`config.mk`:
```
export PLATFORM = sky130hd
export DESIGN_NAME = disp_write_sched
export DESIGN_NICKNAME = d
export VERILOG_FILES = /design/src/rtl/disp_write_sched.sv
export SDC_FILE = /design/constraint.sdc
export NUM_CORES = 1
export LEC_CHECK = 0
export ABC_AREA = 1
export CAP_MARGIN = 15
export CORE_AREA = 2 2 63 65
export DETAILED_ROUTE_END_ITERATION = 10
export DIE_AREA = 0 0 65 67
export PLACE_DENSITY = 0.75
export SYNTH_ARGS = -nofsm -noshare
export SYNTH_HDL_FRONTEND = slang
export SYNTH_SLANG_ARGS = --single-unit
```
`constraint.sdc`:
```
create_clock -name clk_pix -period 2.7 [get_ports clk_pix]
set_clock_uncertainty 0.05 [all_clocks]
set_input_delay 0.81 -clock clk_pix [delete_from_list [all_inputs] [get_ports clk_pix]]
set_output_delay 0.81 -clock clk_pix [all_outputs]
set_load 0.02 [all_outputs]
```
`src/rtl/disp_write_sched.sv`:
```
// Round-robin write scheduler for the character display buffer: arbitrates two
// requesters and turns each accepted write into a registered setup/pulse/hold strobe.
module disp_write_sched #(
  parameter int unsigned            ASCII_WIDTH  = 8,
  parameter int unsigned            COLOR_WIDTH  = 4,
  parameter int unsigned            SETUP_CYC    = 2,
  parameter int unsigned            PULSE_CYC    = 2,
  parameter int unsigned            HOLD_CYC     = 2,
  parameter bit                     CLR_ON_RESET = 1'b1,
  parameter logic [COLOR_WIDTH-1:0] DEF_F        = COLOR_WIDTH'(4'hF),
  parameter logic [COLOR_WIDTH-1:0] DEF_B        = COLOR_WIDTH'(4'h0)
) (
  input  logic                   clk_pix,
  input  logic                   rst,
  input  logic                   a_valid,
  input  logic [ASCII_WIDTH-1:0] a_ascii,
  input  logic [COLOR_WIDTH-1:0] a_colF,
  input  logic [COLOR_WIDTH-1:0] a_colB,
  output logic                   a_ready,
  input  logic                   b_valid,
  input  logic [ASCII_WIDTH-1:0] b_ascii,
  input  logic [COLOR_WIDTH-1:0] b_colF,
  input  logic [COLOR_WIDTH-1:0] b_colB,
  output logic                   b_ready,
  output logic                   dataReady,
  output logic [ASCII_WIDTH-1:0] ascii,
  output logic [COLOR_WIDTH-1:0] colorIndexF,
  output logic [COLOR_WIDTH-1:0] colorIndexB,
  output logic                   busy
);

  localparam int unsigned MAX_SP  = (SETUP_CYC > PULSE_CYC) ? SETUP_CYC : PULSE_CYC;
  localparam int unsigned MAX_CYC = (MAX_SP > HOLD_CYC) ? MAX_SP : HOLD_CYC;
  localparam int unsigned CNT_W   = $clog2(MAX_CYC + 1);

  localparam logic [CNT_W-1:0]       SETUP_LD = CNT_W'(SETUP_CYC - 1);
  localparam logic [CNT_W-1:0]       PULSE_LD = CNT_W'(PULSE_CYC - 1);
  localparam logic [CNT_W-1:0]       HOLD_LD  = CNT_W'(HOLD_CYC - 1);
  localparam logic [ASCII_WIDTH-1:0] CLR_CODE = ASCII_WIDTH'(8'h02);

  typedef enum logic [2:0] {
    ST_INIT,
    ST_IDLE,
    ST_SETUP,
    ST_HIGH,
    ST_HOLD
  } state_t;

  state_t                 state_q, state_d;
  logic [CNT_W-1:0]       cnt_q, cnt_d;
  logic                   ptr_b_q, ptr_b_d;
  logic                   data_ready_q, data_ready_d;
  logic [ASCII_WIDTH-1:0] ascii_q, ascii_d;
  logic [COLOR_WIDTH-1:0] col_f_q, col_f_d;
  logic [COLOR_WIDTH-1:0] col_b_q, col_b_d;
  logic                   busy_q, busy_d;
  logic                   grant_a_c;

  // A wins when it alone is valid, or on a tie (both/neither) when B was served last
  assign grant_a_c = (a_valid && !b_valid) || (!(a_valid ^ b_valid) && ptr_b_q);

  always_comb begin
    state_d      = state_q;
    cnt_d        = cnt_q;
    ptr_b_d      = ptr_b_q;
    data_ready_d = data_ready_q;
    ascii_d      = ascii_q;
    col_f_d      = col_f_q;
    col_b_d      = col_b_q;
    a_ready      = 1'b0;
    b_ready      = 1'b0;

    case (state_q)
      ST_INIT: begin
        ascii_d = CLR_CODE;
        col_f_d = DEF_F;
        col_b_d = DEF_B;
        cnt_d   = SETUP_LD;
        state_d = ST_SETUP;
      end
      ST_IDLE: begin
        a_ready = grant_a_c;
        b_ready = !grant_a_c;
        if (a_valid && grant_a_c) begin
          ascii_d = a_ascii;
          col_f_d = a_colF;
          col_b_d = a_colB;
          ptr_b_d = 1'b0;
          cnt_d   = SETUP_LD;
          state_d = ST_SETUP;
        end else if (b_valid && !grant_a_c) begin
          ascii_d = b_ascii;
          col_f_d = b_colF;
          col_b_d = b_colB;
          ptr_b_d = 1'b1;
          cnt_d   = SETUP_LD;
          state_d = ST_SETUP;
        end
      end
      ST_SETUP: begin
        if (cnt_q == '0) begin
          data_ready_d = 1'b1;
          cnt_d        = PULSE_LD;
          state_d      = ST_HIGH;
        end else begin
          cnt_d = cnt_q - CNT_W'(1);
        end
      end
      ST_HIGH: begin
        if (cnt_q == '0) begin
          data_ready_d = 1'b0;
          cnt_d        = HOLD_LD;
          state_d      = ST_HOLD;
        end else begin
          cnt_d = cnt_q - CNT_W'(1);
        end
      end
      ST_HOLD: begin
        if (cnt_q == '0) begin
          state_d = ST_IDLE;
        end else begin
          cnt_d = cnt_q - CNT_W'(1);
        end
      end
      default: begin
        data_ready_d = 1'b0;
        state_d      = ST_IDLE;
      end
    endcase

    busy_d = (state_d != ST_IDLE);
  end

  // Reset aborts any write in flight; the strobe drops on the reset edge
  always_ff @(posedge clk_pix) begin
    if (rst) begin
      state_q      <= CLR_ON_RESET ? ST_INIT : ST_IDLE;
      cnt_q        <= '0;
      ptr_b_q      <= 1'b1;
      data_ready_q <= 1'b0;
      ascii_q      <= '0;
      col_f_q      <= '0;
      col_b_q      <= '0;
      busy_q       <= CLR_ON_RESET;
    end else begin
      state_q      <= state_d;
      cnt_q        <= cnt_d;
      ptr_b_q      <= ptr_b_d;
      data_ready_q <= data_ready_d;
      ascii_q      <= ascii_d;
      col_f_q      <= col_f_d;
      col_b_q      <= col_b_d;
      busy_q       <= busy_d;
    end
  end

  assign dataReady   = data_ready_q;
  assign ascii       = ascii_q;
  assign colorIndexF = col_f_q;
  assign colorIndexB = col_b_q;
  assign busy        = busy_q;

endmodule

```
==> metrics.md, run 1 <==
| Metric | Value |
|---|---|
| IO Port Bufs | 55 |
| Setup CP Type | input port to primary output |
| Slew @ Worst Pin | 0.3200 ns |
| Total GRT Usage | 0.1802 |
| Vias in the first global route | 1463 |
| Final Power | 1.290 mW |
| PwrDens | 621.5 mW/mm^2 |
| Ys Warns | 0 |
| # diodes | 0 |
| Design area | 0.002076 sq mm |
| Register-to-register setup slack | 1.26 ns |
| Arrival time worst endpoint | 1.79 ns |
| Clk sinks | 24 |
| Root Driver | clkbuf_8 |
| WHS | 0.4357 ns |
| DP HPWL | 2.699 mm |
| Area delta synth->final | 48.39% |
| RR Endpoint | cnt_q[1]$_SDFFE_PP0P_ |
| Clock Pin Slew Worst Setup and Hold Paths | 0.09 ns |
| Initial drt markers | 75 |
| TritonRoute pass-1 iters | 4 |
| Met2 Usage GRT | 0.3441 |
| Mapped cell area | 0.001399 sq mm |
| Hold Buf Count CTS | 0 |
| Hold Crit Depth | 2 |
| Row cnt | 22 |
| DRC Markers | 0 |
| Setup ws final | 0.05264 ns |
| CP Launch Type | input port |
| Req. time, crit path | 1.84 ns |
| Die H | 67 um |
| GR met1 Demand/Resource | 0.1916 |
| Non-filler instance count after layout | 316 |
| ANT nets after route | 0 |
| Min cycle time layout | 2.647 ns |
| Initial antenna violation count | 0 |
| Inserted Clock Buffers | 3 |
| WHS Endpoint | ascii[3]$_SDFFE_PP0P_ |
| Post-Syn Area per Cell | 6.661 sq um |
| Reg2reg start | cnt_q[0]$_SDFFE_PP0P_ |
| FF-to-FF path depth | 6 |
| Fin nets | 309 |
| DP Area | 0.002016 sq mm |
| Maximum VDD drop | 0.0002908 V |
| Placement Setup Slack | -0.6796 ns |
| RSZ-0062 raised after global routing | no |
| Setup TNS | 0 ns |
| Synthesis-stage register bit count | 24 |
| Fmax | 0.3777 GHz |
| Final worst path period share | 0.9805 |
| Max-slew headroom at the worst pin | 0.7860 |
| H-tree levels | 1 |
| Syn Nets | 250 |
| Synth Instances | 210 |
| Gp weighted congestion | 0.8748 |
| Die area | 0.004355 sq mm |
| Seq/Total Area, Yosys | 0.3435 |
| Max Root-Sink Buffers | 2 |
| Finished Core Util | 0.5756 |
| Hold Crit Start | ascii[3]$_SDFFE_PP0P_ |
| Grt ovf | 0 |
| Core area | 0.003606 sq mm |
| Tightest Hold Check Type | flip-flop to flip-flop |
| Crit. End Element | primary output |
| Pins Over Slew Limit | 0 |
| Initial Util | 0.3879 |
| Pleak | 0.9399 nW |
| Largest net degree at the start of global routing | 19 |
| Via-to-Cell Ratio | 4.722 |
| Routed len/inst | 11.42 um |
| I/O pins | 56 |
| Layout cell share with drive strength beyond 1 | 0.1157 |
| MaxCap Viol Count | 0 |
| Die width | 65 um |
| Placed cell count | 312 |
| Hold Vio Cnt, Final | 0 |
| Worst-path maximum fanout | 3 |
| Clk_lat worst skew | 0.27 ns |
| Unique masters post-synth | 22 |
| Final setup vio count | 0 |
| CTS tree | built |
| Met3 Usage GRT | 0.02365 |
| First-pass GRT wire length | 6.065 mm |
| Final WL | 3.609 mm |
| Most crowded layer after global routing | met2 |
| Vias | 1492 |
| Outcome | finished clean |
-- power breakdown --
part	internal, mW	switching [mW]	total, mW	leakage, nW
Combinational	0.247	0.321	0.569	0.714
Sequential	0.419	0.0509	0.470	0.197
Clock	0.131	0.121	0.252	0.0288
-- worst max-delay path, cell delays in order --
cell           delay [ns]
dlygate4sd2_1        0.23
inv_1                0.05
ha_1                 0.28
inv_1                0.06
nand2_2              0.07
a21oi_2              0.15
buf_6                0.14
-- what timing repair did --
action	CTS	global route
endpoints found under the setup margin	2	1
gates resized for setup	17	1
endpoints found under the hold margin	0	0
pin swaps	1	0
setup buffers	0	0
-- per-layer routing --
metal	vias to the layer above	wire [um]
li1	779	-
met1	668	1512
met2	38	1888
met3	7	130
met4	0	76
met5	-	0
-- cell usage in the layout (no fill, tap or decap), types with 3 or more instances in the layout --
| master | n |
|---|---|
| clkdlybuf4s50_1 | 51 |
| nand3_1 | 37 |
| nand2_2 | 3 |
| dfxtp_1 | 24 |
| clkbuf_8 | 4 |
| buf_4 | 8 |
| a21oi_1 | 14 |
| o21ai_0 | 10 |
| nor2_1 | 15 |
| ha_1 | 4 |
| inv_2 | 5 |
| nand2_1 | 38 |
| nand3_2 | 3 |
| nand3b_1 | 5 |
| inv_1 | 35 |
-- cells by family after synthesis --
kind of cell | Yosys count | share of synthesized area
compound gates | 26 | 0.09481
fa+ha+maj | 4 | 0.03578
buf+inv | 48 | 0.1458
flops | 24 | 0.3435
simple gates | 108 | 0.3802
-- synth_stat cells, drive strengths merged --
library cell | count | area (sq um)
nor2 | 18 | 77.58
nand2 | 43 | 178.9
inv | 40 | 150.1
nand3 | 40 | 215.2
buf | 5 | 42.53
clkbuf | 3 | 11.26
nor3 | 1 | 16.27
nand3b | 5 | 37.54
o21ai | 10 | 50.05
a21oi | 15 | 75.07
o211ai | 1 | 7.510
dfxtp | 24 | 480.5
nand4 | 1 | 6.260
ha | 4 | 50.05
-- worst max-delay path by stage --
| stage | startpoint | to | slack [ns] | cells past startpoint |
|---|---|---|---|---|
| after detailed placement | b_valid | a_ready | -0.68 | 7 |
| after global placement | b_valid | b_ready | -0.66 | 8 |
| after floorplan | a_valid | b_ready | 0.02 | 8 |
| final | a_valid | a_ready | 0.05 | 7 |
| after global routing | a_valid | b_ready | 0.02 | 8 |
| after CTS | a_valid | b_ready | 0.07 | 7 |
-- flip-flops by register name, indices dropped and copies added, names as in the netlist --
name / cells
ascii: 8
colorIndexB: 4
colorIndexF: 4
state_q: 3
cnt_q: 2
busy: 1
dataReady: 1
ptr_b_q: 1
-- layout make-up --
class	instances	area [sq um]
sequential	24	480.5
tap	48	60.06
clock buffer	4	55.05
inverter	40	150.1
fill	339	1530
timing repair buffer	62	599.3
multi-input combinational	138	730.7
No activity file was read; power rests on OpenSTA's default activity.
==> run 2: changes to the inputs <==
GPL_TIMING_DRIVEN = 1   (was default)
REMOVE_ABC_BUFFERS = 1   (was default)
==> run 2 against run 1 <==
- die area stayed put
- sequential share of layout area is 0.17 points lower
- wire length hardly changed
- largest power group unchanged
- maximum frequency is 1.3% higher
- hold slack better by 0.0056 ns
- critical path type unchanged
- highest routed layer unchanged
- utilization is 0.42 points higher
- total power is 0.39% higher
- sequential cell count stayed put
- combinational power hardly changed
- clock-buffer cell count stayed put
==> metrics.md, run 2 (same netlist as run 1, synthesis figures left out) <==
| Metric | Value |
|---|---|
| Crit. End Element | primary output |
| Most common cell after layout, fill and taps aside | clkdlybuf4s50_1 |
| Root Driver | clkbuf_8 |
| Register area | 480.5 sq um |
| RSZ-0062 raised after global routing | no |
| Area delta synth->final | 49.46% |
| I/O pins | 56 |
| Tightest Hold Check Type | flip-flop to flip-flop |
| WHS | 0.4413 ns |
| Maximum VDD drop | 0.0002735 V |
| TritonRoute pass-1 iters | 4 |
| Final setup vio count | 0 |
| DRC Markers | 0 |
| Layout cell share with drive strength beyond 1 | 0.1222 |
| Filler cell count | 344 |
| Multi-input logic area | 725.7 sq um |
| Setup CP Type | input port to primary output |
| Max-slew headroom at the worst pin | 0.7555 |
| Hold Vio Cnt, Final | 0 |
| Row cnt | 22 |
| Clk sinks | 24 |
| Vias | 1489 |
| Min cycle time layout | 2.613 ns |
| Die H | 67 um |
| Outcome | finished clean |
| Initial drt markers | 102 |
| Initial antenna violation count | 0 |
| Max Root-Sink Buffers | 2 |
| Req. time, crit path | 1.84 ns |
| Fin nets | 311 |
| ANT nets after route | 0 |
| Fmax | 0.3827 GHz |
| Grt ovf | 0 |
| First-pass GRT wire length | 6.361 mm |
| Slew @ Worst Pin | 0.3656 ns |
| Die width | 65 um |
| DP HPWL | 2.741 mm |
| Clk_lat worst skew | 0.27 ns |
| PwrDens | 619.4 mW/mm^2 |
| Worst-path maximum fanout | 2 |
| Final worst path period share | 0.9677 |
| Pleak | 0.9482 nW |
| Final WL | 3.610 mm |
| Routed len/inst | 11.35 um |
| CP Launch Type | input port |
| Via-to-Cell Ratio | 4.682 |
| Gp weighted congestion | 0.8748 |
| CTS tree | built |
| Number of flip-flops in the largest register | 8 |
| Die area | 0.004355 sq mm |
| Arrival time worst endpoint | 1.75 ns |
| Total GRT Usage | 0.1871 |
| Core area | 0.003606 sq mm |
| H-tree levels | 1 |
| # diodes | 0 |
| Pins Over Slew Limit | 0 |
| Final Power | 1.295 mW |
| Largest net degree at the start of global routing | 19 |
| Initial Util | 0.3879 |
| IO Port Bufs | 55 |
| Clock Pin Slew Worst Setup and Hold Paths | 0.09 ns |
| Inserted Clock Buffers | 3 |
| Most frequent cells in the layout | 51 x clkdlybuf4s50_1, 38 x nand2_1, 37 x nand3_1, 35 x inv_1, 24 x dfxtp_1 |
| Vias in the first global route | 1495 |
| MaxCap Viol Count | 0 |
-- run 2: where the power goes --
| group | switching, mW | internal, mW |
|---|---|---|
| combinational | 0.319 | 0.250 |
| sequential | 0.0527 | 0.419 |
| clock | 0.125 | 0.131 |
| total | 0.496 | 0.799 |
-- run 2: final cells by class --
| class | count | share of cell area |
|---|---|---|
| Inverter | 40 | 0.07181 |
| Timing Repair Buffer | 64 | 0.2962 |
| Multi-Input combinational cell | 138 | 0.3471 |
| Tap cell | 48 | 0.02873 |
| Sequential cell | 24 | 0.2298 |
| Clock buffer | 4 | 0.02633 |
-- run 2: layer usage --
metal	vias up	GRT usage	wire, um
met4	0	0.06649	57
met5	-	0	0
met1	659	0.2105	1590
li1	783	-	-
met3	7	0.05068	261
met2	40	0.3376	1700
-- run 2: worst max-delay path, stage by stage --
cell and delay [ns]:
clkdlybuf4s15_1 0.20, inv_2 0.07, buf_4 0.09, ha_1 0.12
inv_1 0.05, buf_4 0.13, a21oi_2 0.14, buf_6 0.13
-- run 2: metrics by stage --
step | area, sq um | setup TNS [ns] | std cells | setup slack (ns) | util
final | 2091 | 0 | 318 | 0.08727 | 0.5798
after global routing | 2091 | 0 | 318 | 0.004442 | 0.5798
after CTS | 2079 | 0 | 318 | 0.03004 | 0.5767
after detailed placement | 2023 | -1.899 | 314 | -0.7036 | 0.5611
after global placement | 2023 | -1.294 | 314 | -0.6520 | 0.5611
after floorplan | 1345 | 0 | 202 | 0.07979 | -
-- run 2: repair_timing --
action / in CTS / in global routing
pin swaps: 1 / 2
resized for setup: 16 / 5
hold buffers: 0 / 0
setup endpoints to repair: 2 / 2
setup buffers: 0 / 0
-- run 2: path summary, 6_finish.rpt --
path / startpoint / to / slack [ns] / depth (start not counted)
setup / recovery: b_valid / a_ready / 0.09 / 8
hold reg to reg: colorIndexB[1]$_SDFFE_PP0P_ / colorIndexB[1]$_SDFFE_PP0P_ / 0.44 / 2
setup reg to reg: cnt_q[0]$_SDFFE_PP0P_ / cnt_q[0]$_SDFFE_PP0P_ / 1.26 / 7
hold / removal: colorIndexB[1]$_SDFFE_PP0P_ / colorIndexB[1]$_SDFFE_PP0P_ / 0.44 / 2
